**src/rtl/iotdf_pkg.sv**
```systemverilog
// Shared definitions for the IoT data-filter input sequencer and datapath.
package iotdf_pkg;

  localparam int BYTE_W          = 8;
  localparam int BYTES_PER_WORD  = 16;
  localparam int WORDS_PER_ROUND = 8;
  localparam int WORD_W          = BYTE_W * BYTES_PER_WORD;
  localparam int CNT_W           = $clog2(BYTES_PER_WORD);
  localparam int IDX_W           = $clog2(WORDS_PER_ROUND);

  typedef enum logic [1:0] {
    ST_IDLE,
    ST_FILL,
    ST_HOLD,
    ST_DONE
  } state_e;

  // Function select codes understood by the filter datapath
  localparam logic [2:0] FN_NONE     = 3'd0;
  localparam logic [2:0] FN_MAX      = 3'd1;
  localparam logic [2:0] FN_MIN      = 3'd2;
  localparam logic [2:0] FN_AVG      = 3'd3;
  localparam logic [2:0] FN_EXTRACT  = 3'd4;
  localparam logic [2:0] FN_EXCLUDE  = 3'd5;
  localparam logic [2:0] FN_PEAK_MAX = 3'd6;
  localparam logic [2:0] FN_PEAK_MIN = 3'd7;

endpackage

```
**src/rtl/iotdf_byte_packer.sv**
```systemverilog
// Byte-to-word shift register; first byte shifted in ends up in the top byte lane.
module iotdf_byte_packer
  import iotdf_pkg::*;
(
  input  logic              clk,
  input  logic              rst,
  input  logic              shift_en,
  input  logic              clear,
  input  logic [BYTE_W-1:0] byte_in,
  output logic              word_full,
  output logic [WORD_W-1:0] word_next
);

  logic [WORD_W-1:0] shreg_q, shreg_d;
  logic [CNT_W-1:0]  cnt_q, cnt_d;

  always_comb begin
    shreg_d = shreg_q;
    cnt_d   = cnt_q;
    if (clear) begin
      shreg_d = '0;
      cnt_d   = '0;
    end else if (shift_en) begin
      shreg_d = {shreg_q[WORD_W-BYTE_W-1:0], byte_in};
      cnt_d   = cnt_q + CNT_W'(1);
    end
  end

  // word_next already includes the byte arriving this cycle, so the owner can
  // capture the completed word on the same edge the 16th byte is accepted.
  assign word_next = {shreg_q[WORD_W-BYTE_W-1:0], byte_in};
  assign word_full = shift_en && !clear && (cnt_q == CNT_W'(BYTES_PER_WORD - 1));

  always_ff @(posedge clk or posedge rst) begin
    if (rst) begin
      shreg_q <= '0;
      cnt_q   <= '0;
    end else begin
      shreg_q <= shreg_d;
      cnt_q   <= cnt_d;
    end
  end

endmodule

```
**src/rtl/iotdf_seq_ctrl.sv**
```systemverilog
// Input sequencer: packs bytes into words, tags them with word/round position
// and hands them to the filter datapath for a programmed number of rounds.
module iotdf_seq_ctrl
  import iotdf_pkg::*;
(
  input  logic                clk,
  input  logic                rst,
  input  logic                start,
  input  logic [2:0]          fn_sel,
  input  logic [7:0]          num_rounds,
  input  logic                in_en,
  input  logic [BYTE_W-1:0]   iot_in,
  output logic                busy,
  output logic [WORD_W-1:0]   word,
  output logic                word_vld,
  input  logic                word_rdy,
  output logic [IDX_W-1:0]    word_idx,
  output logic                word_first,
  output logic                word_last,
  output logic [7:0]          round_idx,
  output logic [2:0]          fn,
  output logic                active,
  output logic                done,
  output logic                err
);

  state_e            state_q, state_d;
  logic [2:0]        fn_q, fn_d;
  logic [7:0]        nrounds_q, nrounds_d;
  logic [WORD_W-1:0] word_q, word_d;
  logic [IDX_W-1:0]  word_idx_q, word_idx_d;
  logic [7:0]        round_idx_q, round_idx_d;
  logic              busy_q, busy_d;
  logic              word_vld_q, word_vld_d;
  logic              word_first_q, word_first_d;
  logic              word_last_q, word_last_d;
  logic              active_q, active_d;
  logic              done_q, done_d;
  logic              err_q, err_d;

  logic              start_acc;
  logic              shift_en;
  logic              word_full;
  logic [WORD_W-1:0] word_next;
  logic              last_round;

  assign start_acc  = (state_q == ST_IDLE) && start;
  assign shift_en   = (state_q == ST_FILL) && in_en;
  assign last_round = (round_idx_q == nrounds_q - 8'd1);

  iotdf_byte_packer u_packer (
    .clk       (clk),
    .rst       (rst),
    .shift_en  (shift_en),
    .clear     (start_acc),
    .byte_in   (iot_in),
    .word_full (word_full),
    .word_next (word_next)
  );

  always_comb begin
    state_d     = state_q;
    fn_d        = fn_q;
    nrounds_d   = nrounds_q;
    word_d      = word_q;
    word_idx_d  = word_idx_q;
    round_idx_d = round_idx_q;
    err_d       = err_q;

    case (state_q)
      ST_IDLE: begin
        if (start) begin
          fn_d        = fn_sel;
          nrounds_d   = num_rounds;
          err_d       = 1'b0;
          word_idx_d  = '0;
          round_idx_d = '0;
          state_d     = (num_rounds == 8'd0) ? ST_DONE : ST_FILL;
        end
      end
      ST_FILL: begin
        if (word_full) begin
          word_d  = word_next;
          state_d = ST_HOLD;
        end
      end
      ST_HOLD: begin
        if (word_rdy) begin
          word_idx_d = word_idx_q + IDX_W'(1);
          state_d    = ST_FILL;
          // round_idx is frozen on the final word so it never passes num_rounds-1
          if (word_idx_q == IDX_W'(WORDS_PER_ROUND - 1)) begin
            if (last_round) begin
              state_d = ST_DONE;
            end else begin
              round_idx_d = round_idx_q + 8'd1;
            end
          end
        end
      end
      ST_DONE: begin
        state_d = ST_IDLE;
      end
      default: begin
        state_d = ST_IDLE;
      end
    endcase

    // A byte offered while busy is dropped and flagged; this wins over a start clear.
    if (in_en && busy_q) begin
      err_d = 1'b1;
    end

    busy_d       = (state_d != ST_FILL);
    word_vld_d   = (state_d == ST_HOLD);
    active_d     = (state_d == ST_FILL) || (state_d == ST_HOLD);
    done_d       = (state_d == ST_DONE);
    word_first_d = (word_idx_d == '0);
    word_last_d  = (word_idx_d == IDX_W'(WORDS_PER_ROUND - 1));
  end

  always_ff @(posedge clk or posedge rst) begin
    if (rst) begin
      state_q      <= ST_IDLE;
      fn_q         <= FN_NONE;
      nrounds_q    <= '0;
      word_q       <= '0;
      word_idx_q   <= '0;
      round_idx_q  <= '0;
      busy_q       <= 1'b1;
      word_vld_q   <= 1'b0;
      word_first_q <= 1'b1;
      word_last_q  <= 1'b0;
      active_q     <= 1'b0;
      done_q       <= 1'b0;
      err_q        <= 1'b0;
    end else begin
      state_q      <= state_d;
      fn_q         <= fn_d;
      nrounds_q    <= nrounds_d;
      word_q       <= word_d;
      word_idx_q   <= word_idx_d;
      round_idx_q  <= round_idx_d;
      busy_q       <= busy_d;
      word_vld_q   <= word_vld_d;
      word_first_q <= word_first_d;
      word_last_q  <= word_last_d;
      active_q     <= active_d;
      done_q       <= done_d;
      err_q        <= err_d;
    end
  end

  assign busy       = busy_q;
  assign word       = word_q;
  assign word_vld   = word_vld_q;
  assign word_idx   = word_idx_q;
  assign word_first = word_first_q;
  assign word_last  = word_last_q;
  assign round_idx  = round_idx_q;
  assign fn         = fn_q;
  assign active     = active_q;
  assign done       = done_q;
  assign err        = err_q;

endmodule

```
**config.mk**
```make
export PLATFORM = sky130hd
export DESIGN_NAME = iotdf_seq_ctrl
export DESIGN_NICKNAME = d
export VERILOG_FILES = /design/src/rtl/iotdf_pkg.sv /design/src/rtl/iotdf_byte_packer.sv /design/src/rtl/iotdf_seq_ctrl.sv
export SDC_FILE = /design/constraint.sdc
export NUM_CORES = 1
export LEC_CHECK = 0
export CAP_MARGIN = 30
export CELL_PAD_IN_SITES_DETAIL_PLACEMENT = 0
export CELL_PAD_IN_SITES_GLOBAL_PLACEMENT = 1
export CORE_ASPECT_RATIO = 1.25
export CORE_UTILIZATION = 47
export DETAILED_ROUTE_END_ITERATION = 6
export PLACE_DENSITY = 0.89
export SLEW_MARGIN = 20
export SYNTH_ARGS = -nofsm -noshare
export SYNTH_HDL_FRONTEND = slang
export SYNTH_SLANG_ARGS = --single-unit
```
**constraint.sdc**
```tcl
create_clock -name clk -period 26.8 [get_ports clk]
set_input_delay 2.68 -clock clk [delete_from_list [all_inputs] [get_ports clk]]
set_output_delay 2.68 -clock clk [all_outputs]
set_load 0.005 [all_outputs]
```
* Word-level counts from Yosys, hierarchy flattened
Index checks and enable logic that the tools add are counted.
** Cells by class
- Add/sub/neg operators :: 4
- Equality and inequality tests :: 15
- Reduce and logical (&&, ||, !) cells :: 18
- Muxes and demuxes :: 22
** Operator list (number)
- $mux 120 :: 2
- $mux 8 :: 4
- $pmux 8 s2 :: 1
- $mux 2 :: 6
- $add 8x1->8 const B :: 1
- $eq 2x2->1 const B :: 4
- $eq 8x8->1 :: 1
- $logic_not 8->1 :: 1
- $mux 4 :: 2
- $ne 2x2->1 const B :: 4
- $pmux 2 s4 :: 1
- $reduce_bool 2->1 :: 4
- $sub 8x1->8 const B :: 1
- $eq 3x3->1 const B :: 2
- $mux 3 :: 2
- $pmux 3 s2 :: 1
- $reduce_and 2->1 :: 3
- $logic_and 1x1->1 :: 5
- $reduce_and 5->1 :: 1
- $add 4x1->4 const B :: 1
- $eq 2x1->1 const B :: 2
- $eq 4x4->1 const B :: 1
- $add 3x1->3 const B :: 1
- $logic_not 3->1 :: 1
- 5 further kinds :: 7
** Word-level totals
- Output and inout bits :: 149
- Bits in registers :: 283
- Bits of input ports :: 24
- Word-level logic and storage cells :: 74

* Depth between registers and ports, before layout
Gate-level depths: netlist of the first run.
- Depth in word-level cells :: 9
- Depth in mapped cells :: 9
- Gate-level depth less buffers :: 9

* By module
A second synthesis of the first run with hierarchy kept.
** Unflattened totals
- Cells, all modules :: 868
- Area total of the unflattened synthesis :: 11489.8 um^2
** Modules (own cells, without submodules)
- iotdf_seq_ctrl :: area each 6383.6 um^2, sequential area each 3981.3 um^2, times used 1, cells each 454
- iotdf_byte_packer :: area each 5106.1 um^2, sequential area each 3103.0 um^2, times used 1, cells each 414

* Least setup slack after synthesis of the first run
No wires, ideal clock.
- Path kind :: input -> register
- Start :: in in_en
- End :: reg active_q (netlist: active)
- Arrival :: 4363 ps
- Library setup time :: 113 ps
- Required time :: 26687 ps
- Path slack :: 22324 ps
- Path buffers :: 2
- Stages on the path :: 9
- Path through :: nand2_1 > nor2_1 > nand2_1 > nor2_1 > clkbuf_1 > clkbuf_1 > o31ai_1 > ha_1 > inv_1
** Between the ends
- Cells in the longest elaborated chain, start to end :: 7
- Elaborated cells between the ends (all ways) :: 8
- Those cells by class :: eq/ne: 2; mux: 2; reduce/logical: 4
** RTL lines
- from (decl) :: RTL line iotdf_seq_ctrl.sv:11 : input logic in_en,
- $logic_and 1x1->1 * :: RTL line iotdf_seq_ctrl.sv:48 : assign shift_en = (state_q == ST_FILL) && in_en;
- $logic_and 1x1->1 * (2 in a row) :: RTL line iotdf_byte_packer.sv:32 : assign word_full = shift_en && !clear && (cnt_q == CNT_W'(BYTES_PER_WORD - 1));
- $mux 2 * :: RTL line iotdf_seq_ctrl.sv:82 : if (word_full) begin
- $pmux 2 s4 * :: RTL line iotdf_seq_ctrl.sv:70 : case (state_q)
- net state_d[0] :: RTL line iotdf_seq_ctrl.sv:27 : state_e state_q, state_d;
- $eq 2x1->1 or $eq 2x2->1 (tied branches) :: RTL line iotdf_seq_ctrl.sv:116 : active_d = (state_d == ST_FILL) || (state_d == ST_HOLD);
- $logic_or 1x1->1 * :: RTL line iotdf_seq_ctrl.sv:116
- net active_d :: RTL line iotdf_seq_ctrl.sv:37 : logic active_q, active_d;
- to (signal assigned) :: RTL line iotdf_seq_ctrl.sv:148 : active_q <= active_d;
- to (decl) :: RTL line iotdf_seq_ctrl.sv:37
Mark *: on every way through the listed nets, which the timed path passes. The rest lies on a longest branch.
A chain may end at the register's enable or synchronous reset.

* Worst setup path in the final report of the first run
- Start :: in in_en
- End :: reg word_q[78] (netlist: word[78])
** Between the ends
- Cells in the longest elaborated chain, start to end :: 4
** RTL lines
- $logic_and 1x1->1 :: RTL line iotdf_seq_ctrl.sv:48
- $logic_and 1x1->1 (2 in a row) :: RTL line iotdf_byte_packer.sv:32
- $reduce_and 2->1 (no line)
- to (signal assigned) :: RTL line iotdf_seq_ctrl.sv:141 : word_q <= word_d;
- to (decl) :: RTL line iotdf_seq_ctrl.sv:30 : logic [WORD_W-1:0] word_q, word_d;
No other way between the ends.

==> flow_summary.json, run 1 <==
{
  "antennaDiodeCount": 0,
  "clock_tree.buffer_depth": 3,
  "outcome": "finished clean",
  "power.leakage_nw": 6.44,
  "clock_tree_from_tritoncts": "done",
  "grt_use_total_pct": 19.8,
  "report.power.total_mw": 1.48,
  "total_cts_buffers": 27,
  "place_congestion": 0.761,
  "drt_iter0_markers": 441,
  "peakVddDrop_mv": 0.0735,
  "required_ns": 27.20,
  "vias_in_the_first_global_route": 6968,
  "crit_path_end_kind": "register",
  "cts_post_setup_buffers_inserted": 0,
  "critical_path_peak_fanout": 47,
  "critical_path.cell_chain": "clkdlybuf4s50_1 -> nand2_1 -> nor2_4 -> nand2_1 -> nor2_4 -> buf_4 -> buf_12 -> mux2_2",
  "post_synth.cell_area_avg_um2": 13.0,
  "io_buffer_count": 172,
  "cts.hold.buffers_added": 0,
  "worstReg2RegEnd": "round_idx[6]$_DFFE_PP0P_",
  "fmax_mhz": 207,
  "die_h_um": 172,
  "design_internal_power_mw": 1.05,
  "row_count": 61,
  "post_dp_cell_area_um2": 12900,
  "wirelength_um": 23500,
  "die_area_um2": 23800,
  "max_cap_viol_count": 0,
  "timing.hold.worst.class": "register to register",
  "timing.final.crit_share_pct": 18.0,
  "timing.final.crit_period_ns": 4.83,
  "drt-wirelength-per-cell_um": 18.1,
  "p_per_area_nw_per_um2": 108,
  "layout-area-overhead-vs-synth_pct": 27.0,
  "synth_cell_type_count": 39,
  "cts_htree_levels": 1,
  "clock_power_share_pct": 25.3,
  "finalCoreUtilization_pct": 61.5,
  "worstReg2RegStart": "nrounds_q[2]$_DFFE_PP0P_",
  "start_kind": "input pin",
  "worst-endpoint-arrival_ns": 5.23,
  "worst_setup_path_startpoint": "in_en",
  "grt_remaining_overflow": 0,
  "hold-path-endpoint": "fn[2]$_DFFE_PP0P_",
  "num_io_pins": 173,
  "fin_tns_setup_ns": 0,
  "dpl.hpwl_um": 14600,
  "share_comb_of_total_power_pct": 27.0,
  "timing_worst_slew_pin_value_ns": 0.878,
  "syn_inst": 837,
  "cts.sinks": 283,
  "slowest_stage": "buf_4",
  "grt_start_max_net_pins": 145,
  "seq_area_frac_synth_pct": 65.1,
  "netlist.area_leader.share_pct": 64.7,
  "antenna_found_initial": 0,
  "layout-drive-gt1-share_pct": 19.1,
  "postSynthRegisterBits": 283,
  "avgViaCountPerCell": 5.42,
  "rsz0062_at_grt": "false",
  "floorplan.core_area_um2": 22400,
  "initial_utilization_pct": 48.5,
  "hold_violation_count_in_the_final_report": 0,
  "cts-root-buf": "clkbuf_16",
  "postLayoutCellArea_um2": 13800,
  "timing.max_slew.rel_slack_pct": 40.9,
  "finalNetCount": 1030,
  "layoutNonFillerInstCount": 1299,
  "nFillCells": 1750,
  "clkSlewWorstSetupHoldPaths_ns": 0.06,
  "critical_path_class": "input pin to register",
  "final_antenna_net_count": 0,
  "worstHoldPathCells": 2,
  "fin_skew_ns": 0.00751,
  "power.net_switching_mw": 0.432,
  "synth_top_area_cells": "dfrtp_1 65%, mux2_2 13%, a22o_1 5.7%",
  "seqPwrFrac_pct": 47.6,
  "clock_latency_ns": 0.52,
  "wire_length_of_the_first_global_routing_pass_um": 38200,
  "post-place-cells": 1249,
  "worst-r2r-cell-count": 6,
  "synth_nets": 869,
  "synth.yosys.warnings": 0,
  "worst_path_largest_cell_delay_ns": 0.60,
  "path_delay_family": "buffers and inverters",
  "firstDrtPassIters": 4,
  "worst-path-buf-inv": 3,
  "number_of_pins_with_negative_max_slew_slack_in_the_final_report": 0,
  "setup-violations-final": 0,
  "die_x_um": 138,
  "reg2reg_slack_ns": 24.16,
  "detailed_route_drc_error_count": 0,
  "cts.repair.resized": 0,
  "hp-start": "fn[2]$_DFFE_PP0P_",
  "synth_largest_area_cell": "dfrtp_1",
  "dr_total_vias": 7047,
  "p_sw_share_pct": 29.1,
  "mappedNetlistArea_um2": 10900
}
worst max path at each step:
stage / end / slack (ns) / cells after the start
detailed placement: word[68]$_DFFE_PP0P_ / 21.40 / 7
floorplan: active$_DFF_PP0_ / 16.32 / 1
global placement: word[78]$_DFFE_PP0P_ / 21.44 / 7
CTS: word[68]$_DFFE_PP0P_ / 21.94 / 7
global route: word[85]$_DFFE_PP0P_ / 21.85 / 8
finish: word[78]$_DFFE_PP0P_ / 21.97 / 8
logic make-up after synthesis:
group	count (synthesis)	synth area share, %
AOI/OAI and AO/OA	150	9.85
xor gates and xnor gates	11	0.886
adders and majority gates	8	0.921
buffers and inverters	64	2.38
DFF	283	65.1
muxes	128	13.3
and+or+nand+nor	193	7.56
synth_stat cells:
cell type and number:
nor2_1 11, or3_1 2, buf_2 9, or4_1 4
and3_1 2, mux2_2 128, nor2_2 1, dfstp_2 2
dfrtp_1 281, and2_1 1, o41ai_1 1, a211o_1 1
o211ai_1 5, nor3_1 7, nor2b_1 1, or2_2 1
clkbuf_1 36, buf_6 1, a211oi_1 3, nand3_1 8
nand2b_1 1, o21ai_0 8, xor2_1 4, nand2_1 146
a21oi_1 56, a22o_1 71, ha_1 8, and4_1 1
or4_4 1, xnor2_1 7, o41a_1 2, nand4_1 3
nand4b_2 1, o41ai_2 1, nor4b_1 2, o21ai_1 1
buf_1 6, o31ai_1 1, inv_1 12
metal layers:
| metal | vias to the layer above | part of all wire (%) | GRT usage (%) |
|---|---|---|---|
| met4 | 0 | 1.8 | 4.92 |
| met1 | 3584 | 44 | 27.2 |
| met2 | 174 | 48 | 32.3 |
| li1 | 3260 | - | - |
| met5 | - | 0 | 0 |
| met3 | 29 | 5.4 | 4.02 |
power groups by stage:
stage | sequential, mW | combinational (mW) | clock, mW
2_1_floorplan | 0.679 | 0.211 | 0
3_3_place_gp | 0.711 | 0.388 | 0
3_5_place_dp | 0.713 | 0.403 | 0
4_1_cts | 0.709 | 0.405 | 0.385
5_1_grt | 0.730 | 0.441 | 0.403
6_report | 0.707 | 0.401 | 0.376
worst min-delay path, stage by stage (launching register included):
cell,delay [ns]
dfrtp_1,0.34
nand2_1,0.05
nand2_1,0.06
metrics by stage:
step | setup slack [ns] | hold WS (ns)
detailed placement | 21.40 | 0.469
CTS | 21.94 | 0.485
global route | 21.85 | 0.520
finish | 21.97 | 0.478
floorplan | 16.32 | 0.461
global placement | 21.44 | 0.459
state kept, by name, summed over array words and instances, names as in the netlist:
name and flops:
done 1, busy 1, fn 3, word_vld 1
word_first 1, word_idx 3, state_q 2, err 1
nrounds_q 8, u_packer.shreg_q 120, u_packer.cnt_q 4, word_last 1
active 1, round_idx 8, word 128
cells in the final DEF (no fill, tap or decap), drive strengths merged, types with 12 or more instances in the layout:
cell           synthesis  final
buf                   16     12
nor2                  12     12
clkdlybuf4s50          0    172
a21oi                 56     56
dfrtp                281    281
clkbuf                36     38
inv                   12     12
nand2                146    146
a22o                  71     71
mux2                 128    128
layout make-up:
class / instances / area, µm² / share of cell area, %
clock buffer: 38 / 777 / 5.63
clock inverter: 9 / 104 / 0.752
inverter: 12 / 52.6 / 0.381
multi-input combinational: 490 / 3550 / 25.7
sequential: 283 / 7080 / 51.3
tap: 283 / 354 / 2.56
timing repair buffer: 184 / 1880 / 13.6
No activity file was read; power rests on OpenSTA's default activity.
==> run 2: changes to the inputs <==
--- a/config.mk
+++ b/config.mk
@@ -9,9 +9,9 @@
 export CELL_PAD_IN_SITES_DETAIL_PLACEMENT = 0
 export CELL_PAD_IN_SITES_GLOBAL_PLACEMENT = 1
 export CORE_ASPECT_RATIO = 1.25
-export CORE_UTILIZATION = 47
+export CORE_UTILIZATION = 39
 export DETAILED_ROUTE_END_ITERATION = 6
-export PLACE_DENSITY = 0.89
+export PLACE_DENSITY = 0.8
 export SLEW_MARGIN = 20
 export SYNTH_ARGS = -nofsm -noshare
 export SYNTH_HDL_FRONTEND = slang
==> constraint.sdc (replaced) <==
create_clock -name clk -period 4.2 [get_ports clk]
set_input_delay 0.42 -clock clk [delete_from_list [all_inputs] [get_ports clk]]
set_output_delay 0.42 -clock clk [all_outputs]
set_load 0.005 [all_outputs]
==> run 2 against run 1 <==
Net effect:
- first-iteration DRC count fell by 32%
- setup slack got worse by 20 ns
- sequential power rose to 6.4 times the previous value
- critical path depth is 3 lower
- die area is 20% higher
==> flow_summary.json, run 2 (synthesis gave the netlist of run 1 again) <==
{
  "layout-area-overhead-vs-synth_pct": 28.5,
  "worst-r2r-cell-count": 5,
  "worstReg2RegEnd": "round_idx[0]$_DFFE_PP0P_",
  "cts.repair.resized": 0,
  "avgViaCountPerCell": 5.07,
  "share_comb_of_total_power_pct": 26.8,
  "worst_setup_path_startpoint": "nrounds_q[2]$_DFFE_PP0P_",
  "layout_common_cells": "281 x dfrtp_1, 172 x clkdlybuf4s50_1, 146 x nand2_1, 128 x mux2_2, 71 x a22o_1",
  "reg2reg_slack_ns": 1.54,
  "p_sw_share_pct": 29.4,
  "power.net_switching_mw": 2.79,
  "antennaDiodeCount": 0,
  "critical_path_class": "register to register",
  "fin_tns_setup_ns": 0,
  "floorplan.core_area_um2": 27500,
  "multiInputGateArea_um2": 3550,
  "number_of_pins_with_negative_max_slew_slack_in_the_final_report": 0,
  "row_count": 68,
  "cts_post_setup_buffers_inserted": 0,
  "timing.final.crit_period_ns": 2.66,
  "grt_remaining_overflow": 0,
  "timing.final.crit_share_pct": 63.2,
  "die_h_um": 189,
  "largest_reg_flops": 128,
  "fmax_mhz": 377,
  "dr_total_vias": 6979,
  "grt_use_met2_pct": 28.1,
  "clock_tree.buffer_depth": 3,
  "layout-drive-gt1-share_pct": 19.9,
  "seqPwrFrac_pct": 47.7,
  "seq_area_um2": 7080,
  "initial_utilization_pct": 39.6,
  "crit_path_end_kind": "register",
  "fin_skew_ns": 0.0194,
  "drt-wirelength-per-cell_um": 17.4,
  "vias_in_the_first_global_route": 7005,
  "clkSlewWorstSetupHoldPaths_ns": 0.06,
  "met1_usage_pct": 23.1,
  "io_buffer_count": 172,
  "timing.max_slew.rel_slack_pct": 35.9,
  "firstDrtPassIters": 4,
  "busiest_layer": "met2",
  "design_internal_power_mw": 6.71,
  "required_ns": 4.56,
  "finalNetCount": 1036,
  "power.leakage_nw": 6.49,
  "die_x_um": 151,
  "rsz0062_at_grt": "false",
  "place_congestion": 0.786,
  "timing_worst_slew_pin_value_ns": 0.952,
  "detailed_route_drc_error_count": 0,
  "worstReg2RegStart": "nrounds_q[2]$_DFFE_PP0P_",
  "start_kind": "register",
  "hold_violation_count_in_the_final_report": 0,
  "nFillCells": 2418,
  "num_io_pins": 173,
  "wire_length_of_the_first_global_routing_pass_um": 38800,
  "max_cap_viol_count": 0,
  "critical_path_peak_fanout": 11,
  "total_cts_buffers": 29,
  "cts_htree_levels": 1,
  "grt_use_total_pct": 17.2,
  "outcome": "finished clean",
  "holdWs_ns": 0.187,
  "p_per_area_nw_per_um2": 680,
  "final_antenna_net_count": 0,
  "worst_setup_path_endpoint": "round_idx[0]$_DFFE_PP0P_",
  "cts.sinks": 283,
  "timing.hold.worst.class": "input pin to asynchronous set/reset pin",
  "antenna_found_initial": 0,
  "worst-endpoint-arrival_ns": 3.02,
  "clock_power_share_pct": 25.5,
  "peakVddDrop_mv": 0.371,
  "cts.hold.buffers_added": 0,
  "dpl.hpwl_um": 15500,
  "drt_iter0_markers": 301,
  "die_area_um2": 28600,
  "grt.met3_usage_pct": 3.73,
  "grt_start_max_net_pins": 81,
  "setup-violations-final": 0,
  "layout_commonest_cell": "dfrtp_1",
  "wirelength_um": 23900,
  "cts-root-buf": "clkbuf_16",
  "clock_latency_ns": 0.54,
  "clock_tree_from_tritoncts": "done"
}
-- run 2: worst min path at each step --
stage	startpoint	end	depth (start not counted)
CTS	fn_sel[1]	fn[1]$_DFFE_PP0P_	3
finish	rst	word[111]$_DFFE_PP0P_	2
floorplan	u_packer.shreg_q[112]$_DFFE_PP0P_	u_packer.shreg_q[112]$_DFFE_PP0P_	1
global route	rst	word[111]$_DFFE_PP0P_	2
global placement	fn[2]$_DFFE_PP0P_	fn[2]$_DFFE_PP0P_	2
detailed placement	fn[2]$_DFFE_PP0P_	fn[2]$_DFFE_PP0P_	2
-- run 2: power groups by stage --
| stage | Clock [mW] | Sequential (mW) | Combinational, mW |
|---|---|---|---|
| 6_report | 2.43 | 4.53 | 2.55 |
| 5_1_grt | 2.60 | 4.67 | 2.83 |
| 4_1_cts | 2.50 | 4.55 | 2.59 |
| 3_5_place_dp | 0 | 4.58 | 2.58 |
| 3_3_place_gp | 0 | 4.56 | 2.51 |
| 2_1_floorplan | 0 | 4.34 | 1.34 |
-- run 2: layout make-up --
cell class	count	share of cell area, %
flip-flops and latches	283	50.7
multi-input cells	490	25.4
repair buffers	188	13.9
clock buffers	41	6.02
well taps	350	3.13
clock inverters	12	0.501
inverters	12	0.349
-- run 2: per-stage QoR --
stage / utilization (%) / cells / instance area, µm² / worst slack [ns] / power (mW)
4_1_cts: 50.8 / 1375 / 14000 / 1.54 / 9.64
3_5_place_dp: 47.5 / 1322 / 13000 / 1.35 / 7.16
2_1_floorplan: - / 837 / 10900 / 0.0324 / 5.68
6_report: 50.9 / 1376 / 14000 / 1.54 / 9.50
3_3_place_gp: 47.4 / 1321 / 13000 / 1.38 / 7.07
5_1_grt: 50.9 / 1376 / 14000 / 1.33 / 10.1
-- run 2: critical path, stage by stage, from the launching register on --
cell	delay [ns]
dfrtp_1	0.45
or4_4	0.58
nor4b_1	0.39
nor2_2	0.08
o41ai_2	0.77
o21ai_0	0.21
-- run 2: metal layers --
layer	wire length, µm	vias up	share of wire (%)
met1	10500	3494	44
met5	0	-	0
met4	413	0	1.7
met2	11500	176	48
li1	-	3273	-
met3	1430	36	6.0
